$ cat src/rtl/inject_sched.sv
// inject_sched: sweeps a masked set of injection buffers in ascending index
// order. Each buffer gets one enable pulse, then up to BURST_LEN words are
// forwarded to the router input with a one-cycle registered latency. A buffer
// that never starts within TIMEOUT cycles, or that drops valid mid-burst, is
// flagged in the sticky err vector and the sweep moves on to the next buffer.
//
// Handshake: src_valid[i] qualifies src_data word i in the cycle it is high;
// there is no back-pressure toward the buffers. flit_valid qualifies flit_out
// for exactly the cycle it is high. Only the buffer selected by cur_src is
// observed; valid from every other buffer is ignored.
module inject_sched #(
    parameter int NSRC      = 4,
    parameter int BURST_LEN = 30,
    parameter int TIMEOUT   = 15,
    localparam int SW       = (NSRC > 1) ? $clog2(NSRC) : 1
) (
    input  logic                 clk,
    input  logic                 rst,
    input  logic                 start,
    input  logic [NSRC-1:0]      src_mask,
    input  logic [NSRC-1:0]      src_valid,
    input  logic [20*NSRC-1:0]   src_data,
    output logic [NSRC-1:0]      src_enable,
    output logic [19:0]          flit_out,
    output logic                 flit_valid,
    output logic [SW-1:0]        cur_src,
    output logic                 busy,
    output logic                 done,
    output logic [NSRC-1:0]      err,
    output logic [2:0]           state_dbg
);

    // ptr may point one past the last buffer, so it needs an extra code.
    localparam int PW = $clog2(NSRC + 1);
    // Counter widths include headroom so the terminal value never wraps.
    localparam int CW = $clog2(BURST_LEN + 2);
    localparam int TW = $clog2(TIMEOUT + 2);

    localparam logic [2:0] S_IDLE   = 3'd0;
    localparam logic [2:0] S_SELECT = 3'd1;
    localparam logic [2:0] S_ENABLE = 3'd2;
    localparam logic [2:0] S_WAIT   = 3'd3;
    localparam logic [2:0] S_STREAM = 3'd4;
    localparam logic [2:0] S_DONE   = 3'd5;

    logic [2:0]      state_q,      state_d;
    logic [NSRC-1:0] pending_q,    pending_d;
    logic [PW-1:0]   ptr_q,        ptr_d;
    logic [SW-1:0]   cur_src_q,    cur_src_d;
    logic [CW-1:0]   count_q,      count_d;
    logic [TW-1:0]   timer_q,      timer_d;
    logic [NSRC-1:0] err_q,        err_d;
    logic [19:0]     flit_out_q,   flit_out_d;
    logic            flit_valid_q, flit_valid_d;

    logic            sel_found;
    logic [SW-1:0]   sel_idx;
    logic            cur_valid;
    logic [19:0]     cur_word;
    logic [CW-1:0]   count_inc;
    logic [TW-1:0]   timer_inc;
    logic [PW-1:0]   ptr_next;

    assign cur_valid = src_valid[cur_src_q];
    assign cur_word  = src_data[20*cur_src_q +: 20];
    assign count_inc = count_q + CW'(1);
    assign timer_inc = timer_q + TW'(1);
    assign ptr_next  = PW'(cur_src_q) + PW'(1);

    // Lowest pending buffer at or above ptr; scanning downward lets the lowest win.
    always_comb begin
        sel_found = 1'b0;
        sel_idx   = '0;
        for (int i = NSRC - 1; i >= 0; i--) begin
            if (pending_q[i] && (PW'(i) >= ptr_q)) begin
                sel_found = 1'b1;
                sel_idx   = SW'(i);
            end
        end
    end

    // Sweep sequencing, burst accounting and flit capture.
    always_comb begin
        state_d      = state_q;
        pending_d    = pending_q;
        ptr_d        = ptr_q;
        cur_src_d    = cur_src_q;
        count_d      = count_q;
        timer_d      = timer_q;
        err_d        = err_q;
        flit_out_d   = flit_out_q;
        flit_valid_d = 1'b0;
        case (state_q)
            S_IDLE: begin
                if (start) begin
                    pending_d = src_mask;
                    err_d     = '0;
                    ptr_d     = '0;
                    state_d   = (src_mask == '0) ? S_DONE : S_SELECT;
                end
            end
            S_SELECT: begin
                if (sel_found) begin
                    cur_src_d = sel_idx;
                    state_d   = S_ENABLE;
                end else begin
                    state_d = S_DONE;
                end
            end
            S_ENABLE: begin
                timer_d = '0;
                count_d = '0;
                state_d = S_WAIT;
            end
            S_WAIT: begin
                // A word arriving on the last permitted cycle still wins over the timeout.
                if (cur_valid) begin
                    flit_out_d   = cur_word;
                    flit_valid_d = 1'b1;
                    count_d      = CW'(1);
                    if (BURST_LEN == 1) begin
                        pending_d[cur_src_q] = 1'b0;
                        ptr_d                = ptr_next;
                        state_d              = S_SELECT;
                    end else begin
                        state_d = S_STREAM;
                    end
                end else if (timer_inc == TW'(TIMEOUT)) begin
                    err_d[cur_src_q]     = 1'b1;
                    pending_d[cur_src_q] = 1'b0;
                    ptr_d                = ptr_next;
                    state_d              = S_SELECT;
                end else begin
                    timer_d = timer_inc;
                end
            end
            S_STREAM: begin
                if (cur_valid) begin
                    flit_out_d   = cur_word;
                    flit_valid_d = 1'b1;
                    count_d      = count_inc;
                    if (count_inc == CW'(BURST_LEN)) begin
                        pending_d[cur_src_q] = 1'b0;
                        ptr_d                = ptr_next;
                        state_d              = S_SELECT;
                    end
                end else begin
                    // Short burst: flag the buffer and move past it.
                    err_d[cur_src_q]     = 1'b1;
                    pending_d[cur_src_q] = 1'b0;
                    ptr_d                = ptr_next;
                    state_d              = S_SELECT;
                end
            end
            S_DONE: begin
                state_d = S_IDLE;
            end
            default: begin
                state_d = S_IDLE;
            end
        endcase
    end

    // State and datapath registers with asynchronous clear.
    always_ff @(posedge clk or negedge rst) begin
        if (!rst) begin
            state_q      <= S_IDLE;
            pending_q    <= '0;
            ptr_q        <= '0;
            cur_src_q    <= '0;
            count_q      <= '0;
            timer_q      <= '0;
            err_q        <= '0;
            flit_out_q   <= '0;
            flit_valid_q <= 1'b0;
        end else begin
            state_q      <= state_d;
            pending_q    <= pending_d;
            ptr_q        <= ptr_d;
            cur_src_q    <= cur_src_d;
            count_q      <= count_d;
            timer_q      <= timer_d;
            err_q        <= err_d;
            flit_out_q   <= flit_out_d;
            flit_valid_q <= flit_valid_d;
        end
    end

    // Enable pulse is decoded from state so it is one cycle wide and clears with reset.
    always_comb begin
        src_enable = '0;
        if (state_q == S_ENABLE) begin
            src_enable[cur_src_q] = 1'b1;
        end
    end

    assign flit_out   = flit_out_q;
    assign flit_valid = flit_valid_q;
    assign cur_src    = cur_src_q;
    assign busy       = (state_q != S_IDLE);
    assign done       = (state_q == S_DONE);
    assign err        = err_q;
    assign state_dbg  = state_q;

endmodule

$ cat config.mk
export PLATFORM = sky130hd
export DESIGN_NAME = inject_sched
export DESIGN_NICKNAME = d
export VERILOG_FILES = /design/src/rtl/inject_sched.sv
export SDC_FILE = /design/constraint.sdc
export NUM_CORES = 1
export LEC_CHECK = 0
export CORE_MARGIN = 5
export CORE_UTILIZATION = 40
export CTS_CLUSTER_SIZE = 10
export DETAILED_ROUTE_END_ITERATION = 12
export GPL_TIMING_DRIVEN = 0
export PLACE_DENSITY = 0.76
export SLEW_MARGIN = 0
export SYNTH_ARGS = -nofsm -noshare
export SYNTH_HDL_FRONTEND = slang
export SYNTH_SLANG_ARGS = --single-unit
$ cat constraint.sdc
create_clock -name clk -period 2.7 [get_ports clk]
set_input_delay 0.405 -clock clk [delete_from_list [all_inputs] [get_ports clk]]
set_output_delay 0.405 -clock clk [all_outputs]
set_load 0.01 [all_outputs]
==> run_results.csv, run 1 <==
group,metric,value,unit
run_status,status,"finished, final reports clean",
timing,grt_setup_unrepaired,"no",
timing,setup_violations,0,
timing,maxSlewHeadroom,57.1,%
final_layout,layout.nets,501,
power_and_ir_drop,worst_ir_drop_vdd,0.000531,V
clock_tree,max-clock-path-buffers,2,
logic_synthesis,seq_area_frac_synth,39.1,%
logic_synthesis,synth.lib_cells_used.distinct,50,
logic_synthesis,synth_adder_area_share,3.33,%
clock_tree,clk_transition_reported_paths,0.09,ns
drt,via_per_inst,5.46,
clock_tree,clock_tree.root_cell,"clkbuf_8",
power_and_ir_drop,power.density,930,nW/um^2
floorplanning,chipWidth,96.7,microns
logic_synthesis,synth_compound_gate_area_share,13.0,%
placed_design,globalplace.congestion,0.885,
setup_path,ws_path_type,"flip-flop to output pin",
timing,achievable-frequency,0.401,GHz
grt,groute.usage.overall,19.3,%
placed_design,placed_cells_incl_taps,496,
logic_synthesis,synth_warnings,0,
logic_synthesis,netlist_instances,270,
setup_path,critical_path_required,2.30,ns
clock_tree,clkSinkCount,47,
final_layout,final_cell_area,4510,sq um
drt,drt-initial-drc-count,118,
logic_synthesis,synth_seq_cells,47,
timing,timing.final.crit_share,92.3,%
final_layout,layout_commonest_cell,"clkdlybuf4s50_1",
setup_path,start_kind,"flip-flop",
drt,drt_pre_antenna_iters,4,
timing,tightest_slew,0.642,ns
setup_path,arrival,2.09,ns
drt,met3WireLength,946,microns
drt,route.detailed.drc,0,
setup_path,critical-path-slowest-cell,"clkdlybuf4s50_1",
logic_synthesis,synth-simple-area-share,13.8,%
timing,final_max_slew_viol_count,0,
setup_path,r2r-start,"cur_src[0]",
grt,grt_antenna_before_repair,0,
logic_synthesis,syn-cell-area,3010,sq um
setup_path,timing.reg2reg.setup_slack,0.42,ns
setup_path,path_max_fanout,10,
final_layout,syn2layout_area_growth,50.0,%
logic_synthesis,synth_fp_nets,369,
timing,hold_ws,0.0288,ns
floorplanning,floorplan.initialDensity,41.2,%
worst_hold_path,hold_path.class,"input pin to asynchronous set/reset pin",
placed_design,placement.io_buffers,126,
clock_tree,clock_tree_from_tritoncts,"yes",
drt,final_antenna_net_count,0,
final_layout,final_cell_count_no_fill,502,
drt,top_signal_layer_used,"met4",
clock_tree,cts_made_buffers,5,
setup_path,slowest_delay,0.53,ns
placed_design,place.detailed.hpwl,7.32,mm
timing,worst_case_clock_skew,0.00356,ns
logic_synthesis,top_area_cells_in_the_synthesized_netlist,"dfrtp_1, mux4_2, mux2_1",
drt,dr_wl_met2,4.56,mm
floorplanning,core,7290,sq um
clock_tree,worstSkewPairLatency,0.30,ns
floorplanning,fp-row-count,31,
logic_synthesis,xor_xnor_portion_of_the_synthesized_cell_area,0.583,%
logic_synthesis,synth_top_family_by_area,"multiplexers",
grt,first_global_vias,2939,
logic_synthesis,avgSynthCellArea,11.1,sq um
timing,final_hold_violating_endpoints,0,
timing,final.min_clock_period,2.49,ns
setup_path,worst_r2r_path_depth,5,
run,max-cap-violations,0,
floorplanning,ioPinCount,127,
logic_synthesis,synth.top_cell.area_share,39.1,%
setup_path,critical_path.cell_chain,"clkbuf_1, nor2b_1, and2_1, clkdlybuf4s50_1",
setup_path,critical_path.endpoint_type,"output pin",
grt,grt_max_degree,32,
power_and_ir_drop,leakage,0.00183,uW
setup_path,worstReg2RegEnd,"flit_out[5]",
drt,m1WireLength,3.17,mm
floorplanning,die_h,96.7,microns
logic_synthesis,synth.area.mux_share,26.6,%
final_layout,mostFrequentLayoutCells,"clkdlybuf4s50_1, dfrtp_1, nand2_1, mux4_2, mux2_1",
drt,dr_total_vias,2743,
drt,detail_route.wl_per_cell,17.6,microns
grt,first_pass_grt_wire_length,14.6,mm
grt,grt_remaining_overflow,0,
floorplanning,dieArea,9350,sq um
placed_design,placed_cell_area,4410,sq um
final_layout,antennaDiodeCount,0,
clock_tree,htree_num_levels,2,
drt,finalWirelength,8.84,mm
final_layout,drive_above_1_share,12.7,%
logic_synthesis,post_synthesis_cell_type_with_the_largest_combined_area,"dfrtp_1",
[sequential cells by signal (all words and copies together), names as in the netlist]
signal,cells
err,4
flit_valid,1
count_q,5
state_dbg,3
ptr_q,3
timer_q,5
pending_q,4
flit_out,20
cur_src,2
[Yosys cell counts (all sizes together)]
master and number:
o32ai 1, mux4 21, ha 8, mux2i 9, nand2b 7, a21oi 10
buf 5, or3 1, o22ai 1, and2 6, clkbuf 9, o21a 2
a211o 1, or3b 2, inv 11, nand3b 2, a21o 1, o22a 1
and3b 1, a21bo 1, nand4bb 1, o211ai 5, nand2 26, and3 1
a221o 1, nand3 5, a211oi 1, or4 1, nor2 12, o21ai 19
nor2b 9, a21boi 1, xor2 2, a31oi 4, mux2 21, a22oi 5
o31ai 1, a22o 1, nor4 2, nand4 2, a2111oi 2, dfrtp 47
o211a 1
[stage by stage]
stage / total power (uW) / setup WS [ns] / TNS (ns) / util [%]
after CTS: 4240 / 0.114 / 0 / 61.8
after global routing: 4530 / 0.0634 / 0 / 61.8
final: 4190 / 0.208 / 0 / 61.8
after floorplan: 2700 / 0.646 / 0 / -
after detailed placement: 3750 / -0.118 / -0.226 / 60.4
after global placement: 3680 / -0.169 / -7.97 / 60.2
[power breakdown]
group          internal (uW)  switching (uW)
Clock                    233             245
Sequential              1010             263
Combinational           1320            1120
[layer usage]
layer | vias up | GRT usage [%]
met5 | - | 0
met4 | 0 | 6.48
met3 | 12 | 7.63
met2 | 125 | 34.0
met1 | 1342 | 21.1
li1 | 1264 | -
[worst max-delay path, delay by kind of cell (launching register included)]
kind / cells / cell delay, ns
flip-flops: 1 / 0.47
AND/OR/NAND/NOR: 2 / 0.44
buffers and inverters: 2 / 0.88
[worst max-delay path by stage]
stage                            start       endpoint  cells past startpoint  slack [ns]
final                     state_dbg[0]           done                      4        0.21
after global routing      state_dbg[0]           done                      4        0.06
after CTS                   cur_src[1]  src_enable[1]                      5        0.11
after detailed placement    cur_src[0]  src_enable[2]                      6       -0.12
after global placement             rst    flit_out[2]                      1       -0.17
after floorplan             cur_src[0]  src_enable[0]                      5        0.65
[timing repair]
action,in CTS,in global routing
buffers inserted,0,0
endpoints found under the hold margin,0,0
setup endpoints to repair,3,1
hold buffers,0,0
resized for setup,2,2
[final cells by class]
type	count	area (sq um)
clock inverters	1	7.51
repair buffers	127	1280
fillers	611	2780
well taps	99	124
plain buffers	12	61.3
clock buffers	7	96.3
multi-input cells	198	1730
inverters	11	41.3
flip-flops and latches	47	1180
[cells by family after synthesis]
group	after synthesis
DFF	47
xor gates and xnor gates	2
and+or+nand+nor	78
muxes	51
buffers and inverters	25
adders and majority gates	8
AOI/OAI and AO/OA	59
Power figures use the tool's default switching activity.
==> run 2: changes to the inputs <==
Settings changed: CORE_MARGIN 5 to unset.
==> run_results.csv, run 2 (same netlist as run 1, synthesis figures left out) <==
group,metric,value,unit
setup_path,path_max_fanout,10,
setup_path,critical_path_required,2.30,ns
floorplanning,core,7250,sq um
clock_tree,clock_tree.root_cell,"clkbuf_8",
power_and_ir_drop,leakage,0.00182,uW
timing,tightest_slew,0.633,ns
clock_tree,max-clock-path-buffers,2,
final_layout,largest_register_ff_count,20,
timing,timing.final.crit_share,94.5,%
placed_design,placement.io_buffers,126,
grt,grt_antenna_before_repair,0,
final_layout,syn2layout_area_growth,49.4,%
drt,dr_total_vias,2730,
clock_tree,cts_made_buffers,5,
setup_path,start_kind,"flip-flop",
timing,setup_violations,0,
grt,grt_remaining_overflow,0,
clock_tree,cts.repair_timing.setup_buffer_count,0,
grt,groute.usage.overall,23.4,%
timing,final_hold_violating_endpoints,0,
floorplanning,die_h,88.7,microns
clock_tree,clkSinkCount,47,
setup_path,critical_path.endpoint_type,"output pin",
run_status,status,"finished, final reports clean",
drt,finalWirelength,8.26,mm
final_layout,drive_above_1_share,12.4,%
grt,grt_max_degree,26,
timing,finalWorstSetupSlack,0.149,ns
clock_tree,clk_transition_reported_paths,0.09,ns
final_layout,layout_commonest_cell,"clkdlybuf4s50_1",
timing,achievable-frequency,0.392,GHz
setup_path,critical_path.cell_chain,"nand2b_1, clkbuf_1, nor2_2, and2_1, clkdlybuf4s50_1",
clock_tree,htree_num_levels,2,
clock_tree,worstSkewPairLatency,0.31,ns
timing,grt_setup_unrepaired,"no",
floorplanning,floorplan.initialDensity,41.4,%
final_layout,finished_core_util,61.9,%
final_layout,layout.nets,501,
floorplanning,dieArea,7860,sq um
placed_design,dp_slack,-0.0650,ns
power_and_ir_drop,worst_ir_drop_vdd,0.000528,V
grt,first_pass_grt_wire_length,13.7,mm
drt,route.detailed.drc,0,
power_and_ir_drop,power.density,919,nW/um^2
floorplanning,ioPinCount,127,
timing,hold_ws,0.0761,ns
setup_path,arrival,2.15,ns
run,max-cap-violations,0,
timing,final_max_slew_viol_count,0,
setup_path,critical-path-slowest-cell,"clkdlybuf4s50_1",
clock_tree,clock_tree_from_tritoncts,"yes",
timing,final.min_clock_period,2.55,ns
drt,final_antenna_net_count,0,
floorplanning,chipWidth,88.7,microns
final_layout,mostFrequentLayoutCells,"clkdlybuf4s50_1, dfrtp_1, nand2_1, mux4_2, mux2_1",
drt,drt-initial-drc-count,122,
grt,first_global_vias,2826,
timing,maxSlewHeadroom,57.7,%
drt,via_per_inst,5.45,
timing,worst_case_clock_skew,0.00806,ns
setup_path,ws_path_type,"flip-flop to output pin",
final_layout,antennaDiodeCount,0,
timing,setup_total_negative_slack,0,ns
setup_path,slowest_delay,0.54,ns
drt,drt_pre_antenna_iters,4,
floorplanning,fp-row-count,31,
worst_hold_path,hold_path.class,"input pin to asynchronous set/reset pin",
drt,detail_route.wl_per_cell,16.5,microns
placed_design,place.detailed.hpwl,6.71,mm
placed_design,globalplace.congestion,0.821,
run 2: changes by cell type in the layout (fill, tap and decap cells not counted), sizes merged:
cell,delta
clkbuf,-1
clkinv,+1
clkinvlp,-1
run 2: per-stage QoR:
| stage | total power [uW] | area (sq um) | std cells |
|---|---|---|---|
| floorplan | 2700 | 3010 | 270 |
| global placement | 3660 | 4390 | 495 |
| detailed placement | 3710 | 4410 | 496 |
| CTS | 4150 | 4490 | 501 |
| global route | 4450 | 4490 | 501 |
| finish | 4130 | 4490 | 501 |
run 2: path summary, 6_finish.rpt:
kind | start | end | slack (ns) | depth (start not counted)
max in group asynchronous | rst | cur_src[1] | 2.08 | 2
hold / removal | rst | flit_out[13] | 0.08 | 1
setup reg to reg | cur_src[0] | flit_out[13] | 0.44 | 5
min in group clk | flit_out[17] | flit_out[17] | 0.50 | 1
hold reg to reg | flit_out[17] | flit_out[17] | 0.50 | 1
setup / recovery | state_dbg[2] | src_enable[0] | 0.15 | 5
run 2: layer usage:
metal / routed length, microns / vias to the layer above / part of all wire [%] / GRT usage, %
met2: 4150 / 119 / 50 / 40.1
met5: 0 / - / 0 / 0
met3: 750 / 15 / 9.1 / 7.93
met1: 3190 / 1329 / 39 / 28.0
met4: 173 / 0 / 2.1 / 7.04
li1: - / 1267 / - / -
run 2: final cells by class:
class	count	area, sq um
Fill cell	588	2760
Clock inverter	1	5.00
Sequential cell	47	1180
Buffer	12	58.8
Multi-Input combinational cell	198	1730
Timing Repair Buffer	127	1280
Clock buffer	6	82.6
Inverter	11	41.3
Tap cell	99	124
run 2: report_power, final:
part           total (uW)  switching, uW  internal [uW]
Sequential           1270            263           1010
Clock                 441            240            201
Combinational        2410           1100           1310
run 2: worst max-delay path, delay by kind of cell, from the launching register on:
kind | cells | cell delay [ns]
buffers and inverters | 2 | 0.77
and+or+nand+nor | 3 | 0.61
DFF | 1 | 0.46
run 2: repair_timing:
action	CTS	global route
hold buffers	0	0
setup endpoints to repair	3	4
gates resized for setup	1	2
